$ cat src/rtl/cp0_regfile_pkg.sv
// Shared definitions for the CP0 register file: register numbers, ExcCodes,
// Status/Cause bit positions and write masks.
package cp0_regfile_pkg;

    typedef enum logic [4:0] {
        CP0_REG_BADVADDR = 5'd8,
        CP0_REG_COUNT    = 5'd9,
        CP0_REG_COMPARE  = 5'd11,
        CP0_REG_STATUS   = 5'd12,
        CP0_REG_CAUSE    = 5'd13,
        CP0_REG_EPC      = 5'd14
    } cp0_reg_e;

    localparam logic [4:0] EXC_INT  = 5'd0;
    localparam logic [4:0] EXC_ADEL = 5'd4;
    localparam logic [4:0] EXC_ADES = 5'd5;
    localparam logic [4:0] EXC_SYS  = 5'd8;
    localparam logic [4:0] EXC_BP   = 5'd9;
    localparam logic [4:0] EXC_RI   = 5'd10;
    localparam logic [4:0] EXC_OV   = 5'd12;

    localparam int STATUS_IE  = 0;
    localparam int STATUS_EXL = 1;
    localparam int STATUS_BEV = 22;
    localparam int CAUSE_TI   = 30;
    localparam int CAUSE_BD   = 31;

    // Status as seen by software: BEV is hardwired to 1, only IM/EXL/IE are stored.
    function automatic logic [31:0] status_pack(input logic [7:0] im,
                                                input logic       exl,
                                                input logic       ie);
        logic [31:0] s;
        s             = '0;
        s[STATUS_BEV] = 1'b1;
        s[15:8]       = im;
        s[STATUS_EXL] = exl;
        s[STATUS_IE]  = ie;
        return s;
    endfunction

endpackage

$ cat src/rtl/cp0_timer.sv
// Count/Compare timer with clock divider and TI flag; compiled and used only
// when CP0_TIMER_EN is defined.
`ifdef CP0_TIMER_EN
module cp0_timer
    import cp0_regfile_pkg::*;
#(
    parameter int unsigned COUNT_DIV = 2
) (
    input  logic        clk,
    input  logic        rst,
    input  logic        count_we,
    input  logic        compare_we,
    input  logic [31:0] wdata,
    output logic [31:0] count,
    output logic [31:0] compare,
    output logic        ti
);

    localparam logic DIV_LAST = 1'(COUNT_DIV - 1);

    logic div_q;

    // NOTE: state registers use non-blocking assignments so every flop samples pre-edge values.
    always_ff @(posedge clk) begin
        if (rst) begin
            div_q   <= 1'b0;
            count   <= '0;
            compare <= '0;
            ti      <= 1'b0;
        end else begin
            if (count_we) begin
                count <= wdata;
                div_q <= 1'b0;
            end else if (div_q == DIV_LAST) begin
                count <= count + 32'd1;
                div_q <= 1'b0;
            end else begin
                div_q <= div_q + 1'b1;
            end

            if (compare_we) begin
                compare <= wdata;
            end

            // A Compare write acknowledges the timer and beats a coincident match.
            if (compare_we) begin
                ti <= 1'b0;
            end else if ((count == compare) && (compare != '0)) begin
                ti <= 1'b1;
            end
        end
    end

endmodule
`endif

$ cat src/rtl/cp0_regfile.sv
// Coprocessor-0 register file: exception/eret bookkeeping, mfc0/mtc0 access and
// interrupt request. Define CP0_TIMER_EN to include the Count/Compare timer.
module cp0_regfile
    import cp0_regfile_pkg::*;
#(
    parameter logic [31:0] RESET_STATUS = 32'h0040_0000,
    parameter int unsigned COUNT_DIV    = 2
) (
    input  logic        clk,
    input  logic        rst,
    input  logic        we_i,
    input  logic [4:0]  waddr_i,
    input  logic [31:0] wdata_i,
    input  logic [4:0]  raddr_i,
    output logic [31:0] rdata_o,
    input  logic [5:0]  int_i,
    input  logic        exc_valid_i,
    input  logic [4:0]  exc_code_i,
    input  logic        eret_i,
    input  logic [31:0] pc_i,
    input  logic        in_delay_i,
    input  logic [31:0] bad_addr_i,
    output logic [31:0] status_o,
    output logic [31:0] cause_o,
    output logic [31:0] epc_o,
    output logic        int_req_o,
    output logic        timer_int_o
);

    if (COUNT_DIV != 1 && COUNT_DIV != 2) begin : g_bad_count_div
        $error("cp0_regfile: COUNT_DIV must be 1 or 2");
    end

    logic [31:0] badvaddr_q;
    logic [31:0] epc_q;
    logic [7:0]  im_q;
    logic        exl_q;
    logic        ie_q;
    logic        bd_q;
    logic [4:0]  exc_code_q;
    logic [1:0]  ip_sw_q;
    logic [5:0]  ip_hw_q;

    logic [31:0] count;
    logic [31:0] compare;
    logic        ti;

    // An exception or eret in the same cycle swallows the mtc0.
    logic wr_en;
    assign wr_en = we_i & ~exc_valid_i & ~eret_i;

`ifdef CP0_TIMER_EN
    logic count_we;
    logic compare_we;
    assign count_we   = wr_en && (waddr_i == CP0_REG_COUNT);
    assign compare_we = wr_en && (waddr_i == CP0_REG_COMPARE);

    cp0_timer #(
        .COUNT_DIV (COUNT_DIV)
    ) u_timer (
        .clk        (clk),
        .rst        (rst),
        .count_we   (count_we),
        .compare_we (compare_we),
        .wdata      (wdata_i),
        .count      (count),
        .compare    (compare),
        .ti         (ti)
    );
`else
    assign count   = '0;
    assign compare = '0;
    assign ti      = 1'b0;
`endif

    always_ff @(posedge clk) begin
        if (rst) begin
            badvaddr_q <= '0;
            epc_q      <= '0;
            im_q       <= RESET_STATUS[15:8];
            exl_q      <= RESET_STATUS[STATUS_EXL];
            ie_q       <= RESET_STATUS[STATUS_IE];
            bd_q       <= 1'b0;
            exc_code_q <= '0;
            ip_sw_q    <= '0;
            ip_hw_q    <= '0;
        end else begin
            ip_hw_q <= int_i;
            if (exc_valid_i) begin
                // A nested exception keeps the original return point.
                if (!exl_q) begin
                    epc_q <= in_delay_i ? pc_i - 32'd4 : pc_i;
                    bd_q  <= in_delay_i;
                end
                exl_q      <= 1'b1;
                exc_code_q <= exc_code_i;
                if (exc_code_i == EXC_ADEL || exc_code_i == EXC_ADES) begin
                    badvaddr_q <= bad_addr_i;
                end
            end else if (eret_i) begin
                exl_q <= 1'b0;
            end else if (we_i) begin
                case (waddr_i)
                    CP0_REG_STATUS: begin
                        im_q  <= wdata_i[15:8];
                        exl_q <= wdata_i[STATUS_EXL];
                        ie_q  <= wdata_i[STATUS_IE];
                    end
                    CP0_REG_CAUSE: ip_sw_q <= wdata_i[9:8];
                    CP0_REG_EPC:   epc_q   <= wdata_i;
                    default: ;
                endcase
            end
        end
    end

    assign status_o    = status_pack(im_q, exl_q, ie_q);
    assign epc_o       = epc_q;
    assign timer_int_o = ti;

    // NOTE: every always_comb output gets a default first so no latch is inferred.
    always_comb begin
        cause_o             = '0;
        cause_o[CAUSE_BD]   = bd_q;
        cause_o[CAUSE_TI]   = ti;
        cause_o[15:10]      = ip_hw_q;
        cause_o[15]         = ip_hw_q[5] | ti;
        cause_o[9:8]        = ip_sw_q;
        cause_o[6:2]        = exc_code_q;
    end

    assign int_req_o = ie_q & ~exl_q & (|(cause_o[15:8] & im_q));

    // Post-write view of each register; raddr then picks from it, which gives
    // same-cycle forwarding when waddr_i matches raddr_i.
    logic [31:0] rd_status;
    logic [31:0] rd_cause;
    logic [31:0] rd_epc;
    logic [31:0] rd_count;
    logic [31:0] rd_compare;

    always_comb begin
        rd_status  = status_o;
        rd_cause   = cause_o;
        rd_epc     = epc_q;
        rd_count   = count;
        rd_compare = compare;
        if (we_i) begin
            case (waddr_i)
                CP0_REG_STATUS: rd_status = status_pack(wdata_i[15:8], wdata_i[STATUS_EXL],
                                                        wdata_i[STATUS_IE]);
                CP0_REG_CAUSE:  rd_cause  = {cause_o[31:10], wdata_i[9:8], cause_o[7:0]};
                CP0_REG_EPC:    rd_epc    = wdata_i;
`ifdef CP0_TIMER_EN
                CP0_REG_COUNT:   rd_count   = wdata_i;
                CP0_REG_COMPARE: rd_compare = wdata_i;
`endif
                default: ;
            endcase
        end
    end

    always_comb begin
        rdata_o = '0;
        case (raddr_i)
            CP0_REG_BADVADDR: rdata_o = badvaddr_q;
            CP0_REG_COUNT:    rdata_o = rd_count;
            CP0_REG_COMPARE:  rdata_o = rd_compare;
            CP0_REG_STATUS:   rdata_o = rd_status;
            CP0_REG_CAUSE:    rdata_o = rd_cause;
            CP0_REG_EPC:      rdata_o = rd_epc;
            default:          rdata_o = '0;
        endcase
    end

endmodule

$ cat config.mk
export PLATFORM = sky130hd
export DESIGN_NAME = cp0_regfile
export DESIGN_NICKNAME = d
export VERILOG_FILES = /design/src/rtl/cp0_regfile_pkg.sv /design/src/rtl/cp0_timer.sv /design/src/rtl/cp0_regfile.sv
export SDC_FILE = /design/constraint.sdc
export NUM_CORES = 1
export LEC_CHECK = 0
export BUFFER_PORTS_ARGS = -buffer_cell sky130_fd_sc_hd__buf_2
export CORE_ASPECT_RATIO = 0.6
export CORE_UTILIZATION = 51
export DETAILED_ROUTE_END_ITERATION = 8
export GPL_ROUTABILITY_DRIVEN = 0
export PLACE_DENSITY = 0.85
export SLEW_MARGIN = 5
export SYNTH_ARGS = -nofsm -noshare
export SYNTH_HDL_FRONTEND = slang
export SYNTH_SLANG_ARGS = --single-unit
$ cat constraint.sdc
create_clock -name clk -period 6.35 [get_ports clk]
set_input_delay 0.9525 -clock clk [delete_from_list [all_inputs] [get_ports clk]]
set_output_delay 0.9525 -clock clk [all_outputs]
set_load 0.005 [all_outputs]
==> results.tsv <==
metric	value	unit
hold_buffers	0	
min_from	badvaddr_q[20]	
final-seq-area	1760	sq um
syn_inst	682	
vdd_drop_max	154	uV
min_period_over_period	69.6	%
io_buffers	211	
first_global_vias	5294	
worstSetupPathType	primary input to output pin	
clk_pin_slew	0.07	ns
core_area	10100	sq um
rsz0062_at_grt	no	
grt_pass1_wl	27800	um
yosys_warnings	0	
crit_chain	buf_2 -> nor4bb_1 -> and3_2 -> mux2i_1 -> o21ai_0 -> buf_2	
ys.flop_type	dfxtp_1	
multi_input_area	3230	sq um
whs_path_depth	2	
required	5.40	ns
fin_crit	4.42	ns
report.final.slew_viol_count	0	
drt_wl_total	18300	um
h-tree-depth	3	
gr-usage-met1	42.5	%
crit_path_end_kind	output pin	
setup_violations	0	
n_antenna_cell	0	
layout_commonest_cell	buf_2	
cts_tree	yes	
r2r-end	epc_o[17]	
antenna_found_initial	0	
p_leak	2.93	nW
critPathMaxFanout	38	
crit_slowest_cell	and3_2	
crit_arrival	3.47	ns
vias	5796	
worst_slew_pin_slew	1.06	ns
rows	28	
max-cap-violations	0	
overflow	0	
hold_viol	0	
cts_buffers	9	
hold_class	flop to flop	
grt_busiest_layer	met2	
cts-root-buf	clkbuf_16	
cpMostUsedCell	buf_2	
fin_setup_tns	0	ns
grt_max_degree	68	
cts_setup_buffers	0	
reg2reg_slack	3.79	ns
drive_above_1_share	28.5	%
ys_ff_latch	88	
die-area	11000	sq um
path_buf_inv	2	
grt.met2_usage	55.0	%
cts_sinks	88	
crit_family	simple AND/OR/NAND/NOR gates	
synth_area	5380	sq um
relSlewSlack	29.1	%
power.density	204	nW/um^2
num-fill-cells	889	
final_cell_mix	211 x buf_2, 119 x nand2_1, 88 x dfxtp_1, 53 x mux2i_1, 51 x a21oi_1	
max_freq	226	MHz
drt_iter0_drc	413	
clock_skew	0.00608	ns
slowest_delay	1.01	ns
crit_start	waddr_i[0]	
viasPerCell	5.81	
syn_area_per_cell	7.89	sq um
die_x	135	um
placed_cell_area	6280	sq um
hpwl	13800	um
wire_per_inst	18.4	um
outcome	completed	
nets	981	
drt_first_pass_iters	6	
start_kind	primary input	
ctsLongestPathBuffers	2	
stdcell_area	6580	sq um
gr-usage-met3	7.78	%
ctsResizeCount	0	
initial_core_util	53.5	%
area_delta_synth_final	22.4	%
reg2reg_from	exl_q	
r2r_cells	4	
clock_latency	0.34	ns
synth_edf_count	0	
io_pins	253	
drc	0	
async_flop_share	0	%
hold_end	badvaddr_q[20]	
grt.total_usage	33.2	%
synth.distinct_cells	59	
die_h	81.6	um
synth_seq_area_share	32.8	%
postRouteAntennaNets	0	
[sequential cells by signal (all words and copies together) (netlist names)]
name,count
badvaddr_q,32
bd_q,1
epc_o,32
exc_code_q,5
exl_q,1
ie_q,1
im_q,8
ip_hw_q,6
ip_sw_q,2
[cells in the mapped netlist, types with 6 or more instances]
master      n  area share (%)
buf_4      44             6.1
a21oi_1    51             4.7
o211ai_1    9             1.3
or4_1       8             1.1
or3_1      16             1.9
nor2b_1     8            0.93
o221ai_1    6            0.98
a22oi_1    11             1.5
a31oi_1    10             1.2
a21o_1      9             1.3
nand2_1   119             8.3
nand3_1    12             1.1
nor2_1     37             2.6
mux2i_1    53             9.9
dfxtp_1    88              33
xnor2_1    18             2.9
o21ai_0    31             2.9
nor4_1     11             1.3
clkbuf_1   43             3.0
nor3_1     13             1.2
[where the power goes]
| part | leakage, nW | switching (W) | total [W] | internal, W |
|---|---|---|---|---|
| clock network | 0.143 | 0.000235 | 0.000543 | 0.000309 |
| registers | 0.719 | 0.0000240 | 0.000599 | 0.000575 |
| logic | 2.07 | 0.000113 | 0.000199 | 0.0000857 |
[per-stage QoR]
stage          instances  total power (W)  hold slack (ns)  setup slack (ns)  utilization (%)
4_1_cts              997          0.00134            0.456              1.98             65.5
6_report             997          0.00134            0.457              1.93             65.5
3_5_place_dp         981         0.000806            0.446              2.00             62.5
3_3_place_gp         981         0.000803            0.445              2.04             62.5
5_1_grt              997          0.00139            0.474              1.73             65.5
2_1_floorplan        721         0.000718            0.437              2.69                -
[area by class of cell]
class	count	area share [%]
Clock buffer	9	3.42
Clock inverter	7	1.16
Inverter	5	0.285
Multi-Input combinational cell	536	49.1
Sequential cell	88	26.8
Tap cell	135	2.57
Timing Repair Buffer	217	16.7
[worst reg2reg max path, delay by kind of cell, from the launching register on]
kind	cells	cell delay, ns
AND/OR/NAND/NOR	2	0.92
flip-flops	1	0.80
multiplexers	1	0.42
AO/OA/AOI/OAI	1	0.32
[worst max path at each step]
stage / endpoint / slack [ns] / depth (start not counted)
after global placement: rdata_o[20] / 2.04 / 6
final: rdata_o[20] / 1.93 / 6
after CTS: rdata_o[20] / 1.98 / 6
after floorplan: rdata_o[9] / 2.69 / 7
after detailed placement: rdata_o[20] / 2.00 / 6
after global routing: rdata_o[3] / 1.73 / 6
[logic make-up (layout without fill, tap and decap cells)]
family | after synthesis | in the layout | share of synthesized area, %
xor gates and xnor gates | 22 | 22 | 3.58
DFF | 88 | 88 | 32.8
buffers and inverters | 97 | 238 | 10.0
AOI/OAI and AO/OA | 166 | 166 | 19.9
adders and majority gates | 1 | 1 | 0.233
muxes | 57 | 57 | 10.7
other | 2 | 41 | 0.140
and+or+nand+nor | 249 | 249 | 22.7
[routing by layer]
metal,part of all wire (%),vias to the layer above
li1,-,2709
met5,0,-
met1,42,2706
met2,46,347
met3,10,34
met4,2.2,0
No activity file was read; power rests on OpenSTA's default activity.
